===== src/rtl/mux_pkg.sv =====
// mux_pkg: shared types and constants for mux_reg_pipe (state enum, clog2, reset values)
package mux_pkg;
   typedef enum logic [1:0] {EMPTY = 2'd0, ONE = 2'd1, FULL = 2'd2} state_e;
   function automatic int clog2(input int n);
      int r;
      r = 0;
      for (int i = 0; i < 31; i++) if ((1 << i) < n) r = i + 1;
      return r;
   endfunction
   localparam state_e STATE_RST    = EMPTY;
   localparam logic   IN_READY_RST = 1'b1;
   localparam logic   SEL_ERR_RST  = 1'b0;
endpackage


===== src/rtl/mux_reg_pipe_if.sv =====
// mux_reg_pipe_if: select/handshake bundle for mux_reg_pipe
//   in_data/sel/in_valid/in_ready : upstream offer of N_IN words plus index
//   out_data/out_valid/out_ready  : downstream delivery of the selected word
//   sel_err/sel_err_clr           : sticky range flag, present only with MUX_SEL_CHECK_EN
//   slave = the block, master = the environment driving it
interface mux_reg_pipe_if #(parameter int DATA_W = 32, parameter int N_IN = 9);
   localparam int SEL_W = mux_pkg::clog2(N_IN);
   logic [N_IN*DATA_W-1:0] in_data;
   logic [SEL_W-1:0]       sel;
   logic                   in_valid;
   logic                   in_ready;
   logic [DATA_W-1:0]      out_data;
   logic                   out_valid;
   logic                   out_ready;
`ifdef MUX_SEL_CHECK_EN
   logic                   sel_err;
   logic                   sel_err_clr;
   modport slave  (input in_data, sel, in_valid, out_ready, sel_err_clr,
                   output in_ready, out_data, out_valid, sel_err);
   modport master (output in_data, sel, in_valid, out_ready, sel_err_clr,
                   input in_ready, out_data, out_valid, sel_err);
`else
   modport slave  (input in_data, sel, in_valid, out_ready,
                   output in_ready, out_data, out_valid);
   modport master (output in_data, sel, in_valid, out_ready,
                   input in_ready, out_data, out_valid);
`endif
endinterface


===== src/rtl/mux_sel_comb.sv =====
// mux_sel_comb: combinational N_IN:1 word select with out-of-range rule
//   in_data : flattened words, word i at [i*DATA_W +: DATA_W]
//   sel     : index
//   word    : selected word (last word when out of range, or 0 with MUX_SEL_CHECK_EN)
//   sel_bad : sel >= N_IN, only with MUX_SEL_CHECK_EN
module mux_sel_comb import mux_pkg::*; #(
   parameter int DATA_W = 32,
   parameter int N_IN = 9,
   localparam int SEL_W = clog2(N_IN)
) (
   input  logic [N_IN*DATA_W-1:0] in_data,
   input  logic [SEL_W-1:0]       sel,
`ifdef MUX_SEL_CHECK_EN
   output logic                   sel_bad,
`endif
   output logic [DATA_W-1:0]      word
);
   logic [DATA_W-1:0] words [N_IN];
   logic bad;
   for (genvar i = 0; i < N_IN; i++) begin : g_w
      assign words[i] = in_data[i*DATA_W +: DATA_W];
   end
   // a power-of-two N_IN leaves no unused sel codes
   if ((1 << SEL_W) == N_IN) begin : g_pow2
      assign bad = 1'b0;
   end else begin : g_rng
      localparam logic [SEL_W:0] N_LIM = (SEL_W+1)'(N_IN);
      assign bad = {1'b0, sel} >= N_LIM;
   end
`ifdef MUX_SEL_CHECK_EN
   assign sel_bad = bad;
   assign word = bad ? '0 : words[sel];
`else
   localparam logic [SEL_W-1:0] LAST = SEL_W'(N_IN - 1);
   assign word = words[bad ? LAST : sel];
`endif
endmodule


===== src/rtl/mux_reg_pipe.sv =====
// mux_reg_pipe: registered N_IN:1 word select with ready/valid handshake and one skid slot
//   clk, rst_n : clock, asynchronous active-low reset
//   bus        : mux_reg_pipe_if slave (select input, output handshake, optional sel_err)
//   MUX_SEL_CHECK_EN : out-of-range sel delivers 0 and sets sticky sel_err
module mux_reg_pipe import mux_pkg::*; #(
   parameter int DATA_W = 32,
   parameter int N_IN = 9
) (
   input logic            clk,
   input logic            rst_n,
   mux_reg_pipe_if.slave  bus
);
   state_e state_q, state_d;
   logic [DATA_W-1:0] main_q, main_d, skid_q, skid_d, sel_word;
   logic in_ready_q, in_ready_d, acc, con;
`ifdef MUX_SEL_CHECK_EN
   logic sel_bad, sel_err_q, sel_err_d;
`endif
   mux_sel_comb #(.DATA_W(DATA_W), .N_IN(N_IN)) u_sel (
      .in_data(bus.in_data),
      .sel(bus.sel),
`ifdef MUX_SEL_CHECK_EN
      .sel_bad(sel_bad),
`endif
      .word(sel_word)
   );
   always_comb begin
      acc = bus.in_valid && in_ready_q;
      con = (state_q != EMPTY) && bus.out_ready;
      state_d = state_q == EMPTY ? (acc ? ONE : EMPTY)
              : state_q == ONE   ? (acc && !con ? FULL : !acc && con ? EMPTY : ONE)
              : (con ? ONE : FULL);
      // main takes the new word when empty or when it is drained on the same edge
      main_d = (state_q == FULL && con) ? skid_q
             : (acc && (state_q == EMPTY || con)) ? sel_word : main_q;
      skid_d = (acc && state_q == ONE && !con) ? sel_word : skid_q;
      in_ready_d = state_d != FULL;
`ifdef MUX_SEL_CHECK_EN
      sel_err_d = (acc && sel_bad) ? 1'b1 : bus.sel_err_clr ? 1'b0 : sel_err_q;
`endif
   end
   always_ff @(posedge clk or negedge rst_n) begin
      if (!rst_n) begin
         state_q    <= STATE_RST;
         main_q     <= '0;
         skid_q     <= '0;
         in_ready_q <= IN_READY_RST;
`ifdef MUX_SEL_CHECK_EN
         sel_err_q  <= SEL_ERR_RST;
`endif
      end else begin
         state_q    <= state_d;
         main_q     <= main_d;
         skid_q     <= skid_d;
         in_ready_q <= in_ready_d;
`ifdef MUX_SEL_CHECK_EN
         sel_err_q  <= sel_err_d;
`endif
      end
   end
   assign bus.in_ready  = in_ready_q;
   assign bus.out_valid = state_q != EMPTY;
   assign bus.out_data  = main_q;
`ifdef MUX_SEL_CHECK_EN
   assign bus.sel_err   = sel_err_q;
`endif
endmodule


===== src/flat_wrapper.sv =====
// flat-port wrapper written by rule: the top's interface ports become plain ports
module mux_reg_pipe_flat import mux_pkg::*;
#(
   parameter int DATA_W = 32,
   parameter int N_IN = 9
)
  (clk, rst_n, bus_in_data, bus_sel, bus_in_valid, bus_out_ready, bus_in_ready, bus_out_data, bus_out_valid);
  mux_reg_pipe_if #(.DATA_W(DATA_W), .N_IN(N_IN)) bus_i ();
  input logic clk;
  input logic rst_n;
  input wire logic [$bits(bus_i.in_data)-1:0] bus_in_data;
  input wire logic [$bits(bus_i.sel)-1:0] bus_sel;
  input wire logic [$bits(bus_i.in_valid)-1:0] bus_in_valid;
  input wire logic [$bits(bus_i.out_ready)-1:0] bus_out_ready;
  output wire logic [$bits(bus_i.in_ready)-1:0] bus_in_ready;
  output wire logic [$bits(bus_i.out_data)-1:0] bus_out_data;
  output wire logic [$bits(bus_i.out_valid)-1:0] bus_out_valid;
  assign bus_i.in_data = bus_in_data;
  assign bus_i.sel = bus_sel;
  assign bus_i.in_valid = bus_in_valid;
  assign bus_i.out_ready = bus_out_ready;
  assign bus_in_ready = bus_i.in_ready;
  assign bus_out_data = bus_i.out_data;
  assign bus_out_valid = bus_i.out_valid;
  mux_reg_pipe #(.DATA_W(DATA_W), .N_IN(N_IN)) u_core (.clk(clk), .rst_n(rst_n), .bus(bus_i));
endmodule

===== config.mk =====
export PLATFORM = sky130hd
export DESIGN_NAME = mux_reg_pipe_flat
export DESIGN_NICKNAME = d
export VERILOG_FILES = /design/src/rtl/mux_pkg.sv /design/src/rtl/mux_reg_pipe_if.sv /design/src/rtl/mux_sel_comb.sv /design/src/rtl/mux_reg_pipe.sv /design/src/flat_wrapper.sv
export SDC_FILE = /design/constraint.sdc
export NUM_CORES = 1
export LEC_CHECK = 0
export ABC_AREA = 1
export CORE_MARGIN = 10
export CORE_UTILIZATION = 46
export CTS_BUF_LIST = sky130_fd_sc_hd__clkbuf_8
export DETAILED_ROUTE_END_ITERATION = 16
export PLACE_DENSITY_LB_ADDON = 0.2
export SLEW_MARGIN = 20
export SYNTH_ARGS = -nofsm -noshare
export SYNTH_HDL_FRONTEND = slang
export SYNTH_SLANG_ARGS = --single-unit

===== constraint.sdc =====
create_clock -name clk -period 2.55 [get_ports clk]
set_input_delay 0.3825 -clock clk [delete_from_list [all_inputs] [get_ports clk]]
set_output_delay 0.3825 -clock clk [all_outputs]
set_load 0.01 [all_outputs]

==> impl_metrics.py <==
metrics = {
    "yosys": {
        "synth.most_common_cell": "nand2_1",
        "synth_cells": 1270,
        "synth_ff_type": "dfrtp_1",
        "synthTopCellsByCount": "458 x nand2_1, 330 x inv_1, 225 x nand3_1",
        "synth_area_sq_um": 6920,
        "yosysTopAreaCell": "nand2_1",
        "ys_types": 19,
        "avgSynthCellArea_sq_um": 5.45,
        "ys_ff_latch": 67,
        "ys_async_sr_fraction_pct": 100,
        "synth_top_area_share_pct": 24.8,
        "synth.yosys.seq_area_share_pct": 24.2,
        "synth-edff-count": 0,
        "ys_warn_count": 0,
        "synthTopCellsByArea": "nand2_1 25%, dfrtp_1 24%, inv_1 18%",
        "syn-num-nets": 1567,
    },
    "die": {
        "ios": 330,
        "initial_core_util_pct": 47.3,
        "dieArea_sq_um": 20400,
        "die_w_microns": 143,
        "core_sq_um": 14600,
        "dieHeight_microns": 143,
        "rows": 44,
    },
    "setup_path": {
        "ff2ff_setup_slack_ns": 0.79,
        "reg2reg_to": "u_core.bus.out_data[23]",
        "path_class": "register to output port",
        "worstPathRequired_ns": 2.17,
        "start_kind": "register",
        "worstRegToRegCells": 8,
        "rr_startpoint": "u_core.bus.in_ready",
        "setup.worst_path.end_class": "output port",
        "worstPathMaxFanout": 4,
        "critical_path.startpoint": "u_core.state_q[0]",
        "crit_arrival_ns": 1.60,
    },
    "sta": {
        "worst_hold_slack_ns": 0.0179,
        "fmax_ghz": 0.503,
        "worst_pin_slew_ns": 0.683,
        "finalCriticalPeriod_ns": 1.99,
        "setup_viol": 0,
        "fin_crit_sh_pct": 77.9,
        "fin_worst_skew_ns": 0.0111,
        "hold_violations": 0,
        "slew_headroom_pct": 54.4,
        "fin_ws_ns": 0.563,
        "rsz0062_at_grt": "no",
        "finalMaxSlewViolations": 0,
        "finalSetupTns_ns": 0,
    },
    "power": {
        "peakVddDrop_uv": 337,
        "power_leakage_nw": 5.97,
        "power_density_nw_per_um2": 532,
    },
    "run": {
        "maxCapViolations": 0,
    },
    "place": {
        "gp_congestion": 0.988,
        "port-buffer-count": 329,
        "dp_hpwl_microns": 24700,
        "dp_slack_ns": 0.244,
    },
    "cts": {
        "path_clk_slew_ns": 0.08,
        "worstSkewPairLatency_ns": 0.36,
        "cts_resized": 0,
        "h-tree-depth": 3,
        "clk_path_buf_depth": 2,
        "numCtsBuffers": 9,
        "cts_tree": "done",
        "cts_hold_buf": 0,
        "clockRootBuffer": "clkbuf_8",
        "cts_setup_buffers": 0,
        "clkSinkCount": 67,
    },
    "global_route": {
        "grt_pass1_vias": 8661,
        "grt-ovfl-total": 0,
        "grt_usage_pct": 30.2,
        "antenna_found_initial": 12,
        "grt_max_degree": 59,
        "grt_pass1_wl_microns": 48200,
    },
    "routing": {
        "wire_per_inst_microns": 18.0,
        "drtIter0Drc": 855,
        "dr.pass1.iters": 6,
        "via_count": 8869,
        "ant_nets": 0,
        "vias_per_cell": 5.07,
        "drc": 0,
        "wl_microns": 31500,
    },
    "cells_and_area": {
        "fin_util_pct": 72.0,
        "n_fill_cell": 1292,
        "drive_gt1_share_pct": 3.59,
        "final_nets": 1851,
        "syn_to_final_growth_pct": 52.4,
    },
    "run_status": {
        "status": "finished, final reports clean",
    },
    "worst_hold_path": {
        "hold_path_class": "input pin to async pin",
    },
}
cell usage in the layout, fill, tap and decap left out:
cell type / netlist / final
nor2_4: 0 / 1
a211oi_4: 0 / 1
nor3_4: 0 / 1
nand2_1: 458 / 455
nor2_2: 1 / 1
ha_1: 1 / 1
o211ai_1: 65 / 65
inv_1: 330 / 330
nand2_2: 0 / 2
diode_2: 0 / 9
nand3_1: 225 / 225
buf_2: 33 / 4
inv_2: 2 / 1
dfrtp_1: 66 / 66
o21ai_0: 32 / 32
buf_4: 5 / 19
buf_12: 0 / 7
nor2_1: 4 / 3
dfstp_2: 1 / 1
clkinv_4: 0 / 1
o221ai_2: 0 / 1
clkinv_2: 0 / 1
clkdlybuf4s50_1: 0 / 325
clkinvlp_4: 0 / 1
clkbuf_8: 0 / 12
nand2_4: 0 / 1
bufinv_16: 0 / 1
cell type report:
cell class                 count  area, sq um  area share [%]
sequential                    67         1680            15.9
inverter                     332         1250            11.8
multi-input combinational    789         3600            34.1
tap                          184          230            2.18
antenna                        9         22.5           0.214
clock inverter                 3         46.3           0.439
timing repair buffer         355         3560            33.7
clock buffer                  12          165            1.57
cell families after synthesis:
kind of cell,count (synthesis),synth area share (%)
buffers and inverters,414,24.4
adders and majority gates,1,0.181
DFF,67,24.2
AOI/OAI and AO/OA,99,9.60
and+or+nand+nor,689,41.6
flip-flops by register name (all words and copies together) (netlist names):
name                 count
u_core.bus.out_data     32
u_core.state_q           2
u_core.skid_q           32
u_core.bus.in_ready      1
where the power goes:
group | total, mW | leakage, nW | switching, mW | internal (mW)
Clock | 0.955 | 0.105 | 0.427 | 0.528
Sequential | 1.80 | 0.853 | 0.263 | 1.54
Combinational | 2.85 | 5.01 | 1.50 | 1.34
worst max-delay path by stage:
stage	to	depth (start not counted)
after global placement	u_core.bus.out_data[4]	12
after detailed placement	u_core.bus.out_data[4]	12
after floorplan	u_core.skid_q[12]	11
after global routing	u_core.bus.out_data[6]	12
after CTS	bus_out_valid	3
final	bus_out_valid	3
per-layer routing:
layer	up-vias	wire length [microns]	GRT usage (%)
met4	4	1180	14.1
met3	73	3410	10.1
met1	3963	11800	34.3
li1	4384	-	-
met2	445	15100	50.3
met5	-	23	0
worst max-delay path, stage by stage (launching register included):
cell             delay, ns
dfrtp_1               0.42
nor2_1                0.08
inv_1                 0.17
clkdlybuf4s50_1       0.58
metrics by stage:
stage	power [mW]	instances	instance area, sq um
after floorplan	3.21	1270	6920
after global placement	4.57	1727	10300
after detailed placement	4.63	1727	10300
after CTS	5.59	1742	10500
after global routing	6.02	1750	10500
final	5.61	1751	10500
Power figures use the tool's default switching activity.
